**src/rtl/cir_peak_finder_if.sv**
```systemverilog
// AXI-stream style beat bundle (tdata/tvalid/tready/tlast)
// shared by the CIR input port and the report output port.
interface cir_peak_finder_if #(
    parameter int DW = 32
);
    logic [DW-1:0] tdata;
    logic          tvalid;
    logic          tready;
    logic          tlast;

    modport master (
        output tdata,
        output tvalid,
        output tlast,
        input  tready
    );

    modport slave (
        input  tdata,
        input  tvalid,
        input  tlast,
        output tready
    );
endinterface

```
**src/rtl/cir_peak_finder.sv**
```systemverilog
// CIR peak finder: scans tlast/seq_len-delimited magnitude frames and emits
// a short peak report. Optional CIR_PEAK_NEIGHBOUR_EN adds left/right beats.
module cir_peak_finder #(
    parameter int DATA_WIDTH = 32,
    parameter int IDX_WIDTH  = 10
) (
    input  logic                  ce_clk,
    input  logic                  ce_rst,
    input  logic                  clear,
    input  logic [IDX_WIDTH-1:0]  seq_len,
    input  logic [DATA_WIDTH-1:0] threshold,
    cir_peak_finder_if.slave      i_cir,
    cir_peak_finder_if.master     o_rpt,
    output logic [31:0]           pkt_count
);
    localparam int CW = IDX_WIDTH + 1;

`ifdef CIR_PEAK_NEIGHBOUR_EN
    typedef enum logic [2:0] {
        SCAN, EMIT0, EMIT1, EMIT2, EMIT3
    } state_t;
`else
    typedef enum logic [1:0] {
        SCAN, EMIT0, EMIT1
    } state_t;
`endif

    state_t                  r_state;
    state_t                  w_next;
    logic [CW-1:0]           r_idx;
    logic [CW-1:0]           r_len;
    logic [DATA_WIDTH-1:0]   r_peak;
    logic [IDX_WIDTH-1:0]    r_pidx;
    logic [IDX_WIDTH-1:0]    r_last_idx;
    logic                    r_short;
    logic                    r_forced;
    logic [31:0]             r_pkt_count;

    logic                    w_rst;
    logic                    w_acc;
    logic                    w_first;
    logic [CW-1:0]           w_len_in;
    logic [CW-1:0]           w_len;
    logic                    w_at_end;
    logic                    w_eof;
    logic                    w_upd;
    logic                    w_done;
    logic                    w_iready;
    logic                    w_ovalid;
    logic                    w_olast;
    logic [DATA_WIDTH-1:0]   w_odata;
    logic [DATA_WIDTH-1:0]   w_beat1;

`ifdef CIR_PEAK_NEIGHBOUR_EN
    logic [DATA_WIDTH-1:0]   r_prev;
    logic [DATA_WIDTH-1:0]   r_left;
    logic [DATA_WIDTH-1:0]   r_right;
    logic                    r_pend;
`endif

    assign w_rst   = ce_rst | clear;
    assign w_acc   = i_cir.tvalid & w_iready;
    assign w_first = (r_idx == '0);

    // Effective frame length: seq_len of 0 selects 2**IDX_WIDTH.
    always_comb begin
        w_len_in = {1'b0, seq_len};
        if (seq_len == '0) begin
            w_len_in = {1'b1, {IDX_WIDTH{1'b0}}};
        end
    end

    assign w_len    = w_first ? w_len_in : r_len;
    assign w_at_end = (r_idx == (w_len - CW'(1)));
    assign w_eof    = w_acc & (i_cir.tlast | w_at_end);
    assign w_upd    = w_first | (i_cir.tdata > r_peak);

    // Flags/indices report word.
    always_comb begin
        w_beat1 = '0;
        w_beat1[31] = (r_peak > threshold);
        w_beat1[30] = r_short;
        w_beat1[29] = r_forced;
        w_beat1[IDX_WIDTH+15:16] = r_last_idx;
        w_beat1[IDX_WIDTH-1:0] = r_pidx;
    end

    // State register.
    always_ff @(posedge ce_clk) begin
        if (w_rst) begin
            r_state <= SCAN;
        end else begin
            r_state <= w_next;
        end
    end

    // Next-state and output decode; the report is driven from held registers.
    always_comb begin
        w_next   = r_state;
        w_iready = 1'b0;
        w_ovalid = 1'b0;
        w_olast  = 1'b0;
        w_odata  = '0;
        w_done   = 1'b0;
        unique case (r_state)
            SCAN: begin
                w_iready = 1'b1;
                if (w_eof) begin
                    w_next = EMIT0;
                end
            end
            EMIT0: begin
                w_ovalid = 1'b1;
                w_odata  = r_peak;
                if (o_rpt.tready) begin
                    w_next = EMIT1;
                end
            end
            EMIT1: begin
                w_ovalid = 1'b1;
                w_odata  = w_beat1;
`ifdef CIR_PEAK_NEIGHBOUR_EN
                if (o_rpt.tready) begin
                    w_next = EMIT2;
                end
            end
            EMIT2: begin
                w_ovalid = 1'b1;
                w_odata  = r_left;
                if (o_rpt.tready) begin
                    w_next = EMIT3;
                end
            end
            EMIT3: begin
                w_ovalid = 1'b1;
                w_odata  = r_right;
`endif
                w_olast  = 1'b1;
                if (o_rpt.tready) begin
                    w_next = SCAN;
                    w_done = 1'b1;
                end
            end
            default: begin
                w_next = SCAN;
            end
        endcase
    end

    // Frame scan: length latch, running peak, end-of-frame flags, counters.
    always_ff @(posedge ce_clk) begin
        if (w_rst) begin
            r_idx       <= '0;
            r_len       <= '0;
            r_peak      <= '0;
            r_pidx      <= '0;
            r_last_idx  <= '0;
            r_short     <= 1'b0;
            r_forced    <= 1'b0;
            r_pkt_count <= '0;
        end else begin
            if (w_acc) begin
                if (w_first) begin
                    r_len <= w_len_in;
                end
                if (w_upd) begin
                    r_peak <= i_cir.tdata;
                    r_pidx <= r_idx[IDX_WIDTH-1:0];
                end
                if (w_eof) begin
                    r_idx      <= '0;
                    r_short    <= i_cir.tlast & ~w_at_end;
                    r_forced   <= ~i_cir.tlast & w_at_end;
                    r_last_idx <= r_idx[IDX_WIDTH-1:0];
                end else begin
                    r_idx <= r_idx + CW'(1);
                end
            end
            if (w_done) begin
                r_pkt_count <= r_pkt_count + 32'd1;
                r_idx       <= '0;
            end
        end
    end

`ifdef CIR_PEAK_NEIGHBOUR_EN
    // Neighbour capture: left from the previous sample, right from the next.
    always_ff @(posedge ce_clk) begin
        if (w_rst) begin
            r_prev  <= '0;
            r_left  <= '0;
            r_right <= '0;
            r_pend  <= 1'b0;
        end else if (w_acc) begin
            r_prev <= i_cir.tdata;
            if (w_upd) begin
                r_left  <= w_first ? '0 : r_prev;
                r_right <= '0;
                r_pend  <= ~w_eof;
            end else if (r_pend) begin
                r_right <= i_cir.tdata;
                r_pend  <= 1'b0;
            end
        end
    end
`endif

    assign i_cir.tready = w_iready;
    assign o_rpt.tvalid = w_ovalid;
    assign o_rpt.tlast  = w_olast;
    assign o_rpt.tdata  = w_odata;
    assign pkt_count    = r_pkt_count;

endmodule

```
**src/flat_wrapper.sv**
```systemverilog
// flat-port wrapper written by rule: the top's interface ports become plain ports
module cir_peak_finder_flat 
#(
    parameter int DATA_WIDTH = 32,
    parameter int IDX_WIDTH  = 10
)
  (ce_clk, ce_rst, clear, seq_len, threshold, pkt_count, i_cir_tdata, i_cir_tvalid, i_cir_tlast, i_cir_tready, o_rpt_tdata, o_rpt_tvalid, o_rpt_tlast, o_rpt_tready);
  cir_peak_finder_if #(.DW(32)) i_cir_i ();
  cir_peak_finder_if #(.DW(32)) o_rpt_i ();
  input  logic ce_clk;
  input  logic ce_rst;
  input  logic clear;
  input  logic [IDX_WIDTH-1:0] seq_len;
  input  logic [DATA_WIDTH-1:0] threshold;
  output logic [31:0] pkt_count;
  input wire logic [$bits(i_cir_i.tdata)-1:0] i_cir_tdata;
  input wire logic [$bits(i_cir_i.tvalid)-1:0] i_cir_tvalid;
  input wire logic [$bits(i_cir_i.tlast)-1:0] i_cir_tlast;
  output wire logic [$bits(i_cir_i.tready)-1:0] i_cir_tready;
  output wire logic [$bits(o_rpt_i.tdata)-1:0] o_rpt_tdata;
  output wire logic [$bits(o_rpt_i.tvalid)-1:0] o_rpt_tvalid;
  output wire logic [$bits(o_rpt_i.tlast)-1:0] o_rpt_tlast;
  input wire logic [$bits(o_rpt_i.tready)-1:0] o_rpt_tready;
  assign i_cir_i.tdata = i_cir_tdata;
  assign i_cir_i.tvalid = i_cir_tvalid;
  assign i_cir_i.tlast = i_cir_tlast;
  assign i_cir_tready = i_cir_i.tready;
  assign o_rpt_tdata = o_rpt_i.tdata;
  assign o_rpt_tvalid = o_rpt_i.tvalid;
  assign o_rpt_tlast = o_rpt_i.tlast;
  assign o_rpt_i.tready = o_rpt_tready;
  cir_peak_finder #(.DATA_WIDTH(DATA_WIDTH), .IDX_WIDTH(IDX_WIDTH)) u_core (.ce_clk(ce_clk), .ce_rst(ce_rst), .clear(clear), .seq_len(seq_len), .threshold(threshold), .i_cir(i_cir_i), .o_rpt(o_rpt_i), .pkt_count(pkt_count));
endmodule
```
**config.mk**
```make
export PLATFORM = sky130hd
export DESIGN_NAME = cir_peak_finder_flat
export DESIGN_NICKNAME = d
export VERILOG_FILES = /design/src/rtl/cir_peak_finder_if.sv /design/src/rtl/cir_peak_finder.sv /design/src/flat_wrapper.sv
export SDC_FILE = /design/constraint.sdc
export NUM_CORES = 1
export LEC_CHECK = 0
export BUFFER_PORTS_ARGS = -buffer_cell sky130_fd_sc_hd__buf_2
export CAP_MARGIN = 10
export CORE_MARGIN = 1.5
export CORE_UTILIZATION = 30
export DETAILED_ROUTE_END_ITERATION = 6
export SLEW_MARGIN = 20
export SYNTH_ARGS = -nofsm -noshare
export SYNTH_HDL_FRONTEND = slang
export SYNTH_SLANG_ARGS = --single-unit
```
**constraint.sdc**
```tcl
create_clock -name ce_clk -period 4.4 [get_ports ce_clk]
set_input_delay 0.88 -clock ce_clk [delete_from_list [all_inputs] [get_ports ce_clk]]
set_output_delay 0.88 -clock ce_clk [all_outputs]
set_load 0.01 [all_outputs]
```
==> metrics.md <==
| Metric | Value |
|---|---|
| Post-layout min period | `3.95 ns` |
| Post-Syn Area | `7220 sq um` |
| Utilization after layout | `36.3%` |
| Antenna Cells | `0` |
| Met2 usage in global routing | `25.8%` |
| Post-synth EDFFs | `0` |
| Worst Reg-to-Reg Cells | `15` |
| Final Hold Viols | `0` |
| Initial drt markers | `302` |
| Synth Net Count | `1041` |
| Total iterations of the first detailed-routing run | `6` |
| Number of stages on the worst setup path | `13` |
| Hold buffer count at CTS | `0` |
| Via count | `6391` |
| Reg area | `2200 sq um` |
| Clk Latency, worst-skew pair | `0.36 ns` |
| DRT Wirelength | `19200 um` |
| Seq/Total Area, Yosys | `30.5%` |
| Number of global-route vias before repair | `5962` |
| First-pass GRT wire length | `30700 um` |
| DP HPWL | `14700 um` |
| Crit. End Element | `output port` |
| Routed len/inst | `14.3 um` |
| P&R area growth vs syn | `18.3%` |
| ANT nets after route | `0` |
| Grt met1 use | `20.4%` |
| CP endpoint | `o_rpt_tdata[31]` |
| CTS buffer count | `9` |
| Synth area leader | `dfxtp_1` |
| Area of the core | `23500 sq um` |
| Avg Cell Area, Syn | `8.12 sq um` |
| Crit path top cell by count | `o21a_1` |
| Worst-path cell chain | `buf_2 -> inv_1 -> ha_1 -> nor2b_1 -> o21a_1 -> o21a_1 -> o21a_1 -> o21ai_0 -> a21oi_1 -> o21ai_0 -> nand4_1 -> a32o_1 -> buf_2` |
| Nets | `1167` |
| Die Span Y | `158 um` |
| Worst Hold Class | `flip-flop to flip-flop` |
| Antenna violations before repair | `1` |
| CTS max path bufs | `2` |
| Setup_tns | `0 ns` |
| Final period utilization | `89.9%` |
| Clk root buf | `clkbuf_16` |
| Total gr overflow | `0` |
| # fillers | `2485` |
| Total of max-cap violations | `0` |
| Normalized max-slew margin | `37.8%` |
| Flops & latches, synth | `110` |
| Fmax | `253 MHz` |
| DRC viols | `0` |
| Post CTS Setup Buffer Count | `0` |
| Worst Setup Start Kind | `input port` |
| Sink Count | `110` |
| Clk_skew | `0.0115 ns` |
| Top-area cell type share of the netlist area | `30.5%` |
| Tot GR Track Use | `15.6%` |
| Worst-Margin Slew | `0.932 ns` |
| # IOs | `147` |
| CP required | `3.52 ns` |
| Starting Density | `30.7%` |
| GR peak layer | `met2` |
| FP Rows | `56` |
| Hold depth | `2` |
| Synth top area cells | `dfxtp_1 (30%), ha_1 (12%), mux2i_1 (8.9%), nand2_1 (7.6%), inv_1 (4.0%)` |
| Routing usage on met3 | `3.09%` |
| Lkg Pwr | `3.84 nW` |
| CP max stage delay | `0.36 ns` |
| CP startpoint | `threshold[1]` |
| CP arrival | `3.07 ns` |
| Pin count of the biggest net entering global routing | `47` |
| Prevailing post-synth register cell | `dfxtp_1` |
| Fin cells | `1339` |
| Post_cts resized | `0` |
| RSZ-0062 raised after global routing | `no` |
| Reg2reg start | `u_core.r_idx[0]$_SDFFE_PP0P_` |
| Max IR drop VDD | `0.000159 V` |
| Max H-tree Level | `3` |
| Critical path buffers and inverters | `3` |
| Die W | `158 um` |
| R2R setup slack | `0.52 ns` |
| Critical path fanouts, max | `2` |
| Inst Count DP | `1323` |
| DIE AREA | `25000 sq um` |
| Worst flop-to-flop path endpoint | `u_core.r_last_idx[3]$_SDFFE_PP0P_` |
| Multi-input logic area | `4550 sq um` |
| Via-to-Cell Ratio | `4.77` |
| Clock transition at path regs | `0.08 ns` |
| Status | `finished clean` |
| Final Wtd Congestion | `0.901` |
| WS Path Type | `input port to output port` |
| WHS | `0.465 ns` |
| Layout cell share with drive strength beyond 1 | `18.8%` |
| Final Slew Violations | `0` |
| Synth cell types | `54` |
| # setup viols final | `0` |
| CTS tree | `built` |
| Gate Count Post-Synth | `889` |
| CP max-delay cell | `o21ai_0` |
| Worst path top cell family by delay | `compound AO/OA/AOI/OAI gates` |
| Number of I/O port buffers | `146` |
| Power Dens Cells | `260 nW/um^2` |
| Synth warnings | `0` |
| Ys async rst share | `0%` |
[metrics by stage]
step	worst slack, ns	power (mW)	instance area (sq um)
after CTS	0.432	2.26	8540
after floorplan	0.883	1.27	7220
final	0.446	2.22	8540
after global placement	0.478	1.37	8230
after detailed placement	0.461	1.38	8230
after global routing	0.162	2.33	8540
[cells in the final DEF (no fill, tap or decap), drive strengths merged, types with 5 or more instances in the layout]
| cell | count |
|---|---|
| inv | 77 |
| nand4 | 24 |
| o21ai | 22 |
| nor3 | 10 |
| or4 | 5 |
| nand3 | 20 |
| a21oi | 44 |
| o21a | 5 |
| buf | 155 |
| or3 | 7 |
| nor2b | 31 |
| ha | 72 |
| a21o | 13 |
| mux2i | 64 |
| nor4 | 10 |
| xnor2 | 26 |
| dfxtp | 110 |
| clkbuf | 11 |
| xor2 | 28 |
| and3 | 16 |
| nand2 | 146 |
| nor2 | 63 |
| a22oi | 22 |
[worst min-delay path by stage]
stage | start | endpoint | slack (ns)
6_report | u_core.r_pidx[0]$_SDFFE_PP0P_ | u_core.r_pidx[0]$_SDFFE_PP0P_ | 0.47
5_1_grt | u_core.r_last_idx[6]$_SDFFE_PP0P_ | u_core.r_last_idx[6]$_SDFFE_PP0P_ | 0.49
4_1_cts | u_core.r_pidx[0]$_SDFFE_PP0P_ | u_core.r_pidx[0]$_SDFFE_PP0P_ | 0.47
3_5_place_dp | u_core.r_pidx[0]$_SDFFE_PP0P_ | u_core.r_pidx[0]$_SDFFE_PP0P_ | 0.46
3_3_place_gp | u_core.r_pidx[0]$_SDFFE_PP0P_ | u_core.r_pidx[0]$_SDFFE_PP0P_ | 0.45
2_1_floorplan | u_core.r_last_idx[2]$_SDFFE_PP0P_ | u_core.r_last_idx[2]$_SDFFE_PP0P_ | 0.44
[routing by layer]
metal / wire [um] / vias up
li1: - / 3278
met1: 8980 / 2922
met2: 8800 / 164
met3: 1040 / 25
met4: 364 / 2
met5: 10 / -
[final cells by class]
cell class	count	area share (%)
timing repair buffer	155	9.34
clock buffer	11	2.84
sequential	110	25.8
clock inverter	5	0.776
multi-input combinational	663	53.3
tap	319	4.67
inverter	76	3.34
[logic make-up after synthesis]
logic type	synth area share, %
multiplexers	9.08
flip-flops	30.5
buffers and inverters	6.77
AND/OR/NAND/NOR	23.6
XOR/XNOR	6.55
adder cells (fa/ha/maj)	12.5
AO/OA/AOI/OAI	11.1
[report_power, final]
| part | switching [mW] | internal [mW] | total (mW) |
|---|---|---|---|
| Clock | 0.402 | 0.464 | 0.867 |
| Sequential | 0.0181 | 1.01 | 1.03 |
| Combinational | 0.187 | 0.140 | 0.327 |
[cells in the mapped netlist (all sizes together), types with 20 or more instances]
library cell	n
nand2	146
dfxtp	110
xor2	28
nand4	24
nor2	63
inv	76
clkbuf	26
ha	72
o21ai	22
xnor2	26
nor2b	31
mux2i	64
a21oi	44
nand3	20
a22oi	22
[registers in the layout, indices dropped and copies added, names as in the netlist]
signal and cells:
u_core.r_pidx 10, u_core.r_last_idx 10, u_core.pkt_count 32, u_core.r_idx 11, u_core.r_len 11, u_core.r_short 1
u_core.r_state 2, u_core.r_peak 32, u_core.r_forced 1
[worst reg2reg max path, delay by kind of cell, from the launching register on]
| family | cells | cell delay (ns) |
|---|---|---|
| buf+inv | 1 | 0.10 |
| compound gates | 2 | 0.67 |
| flops | 1 | 0.38 |
| simple gates | 7 | 1.49 |
| fa+ha+maj | 2 | 0.42 |
| mux | 3 | 0.76 |
Note: power is estimated with default switching activity, not from simulation.
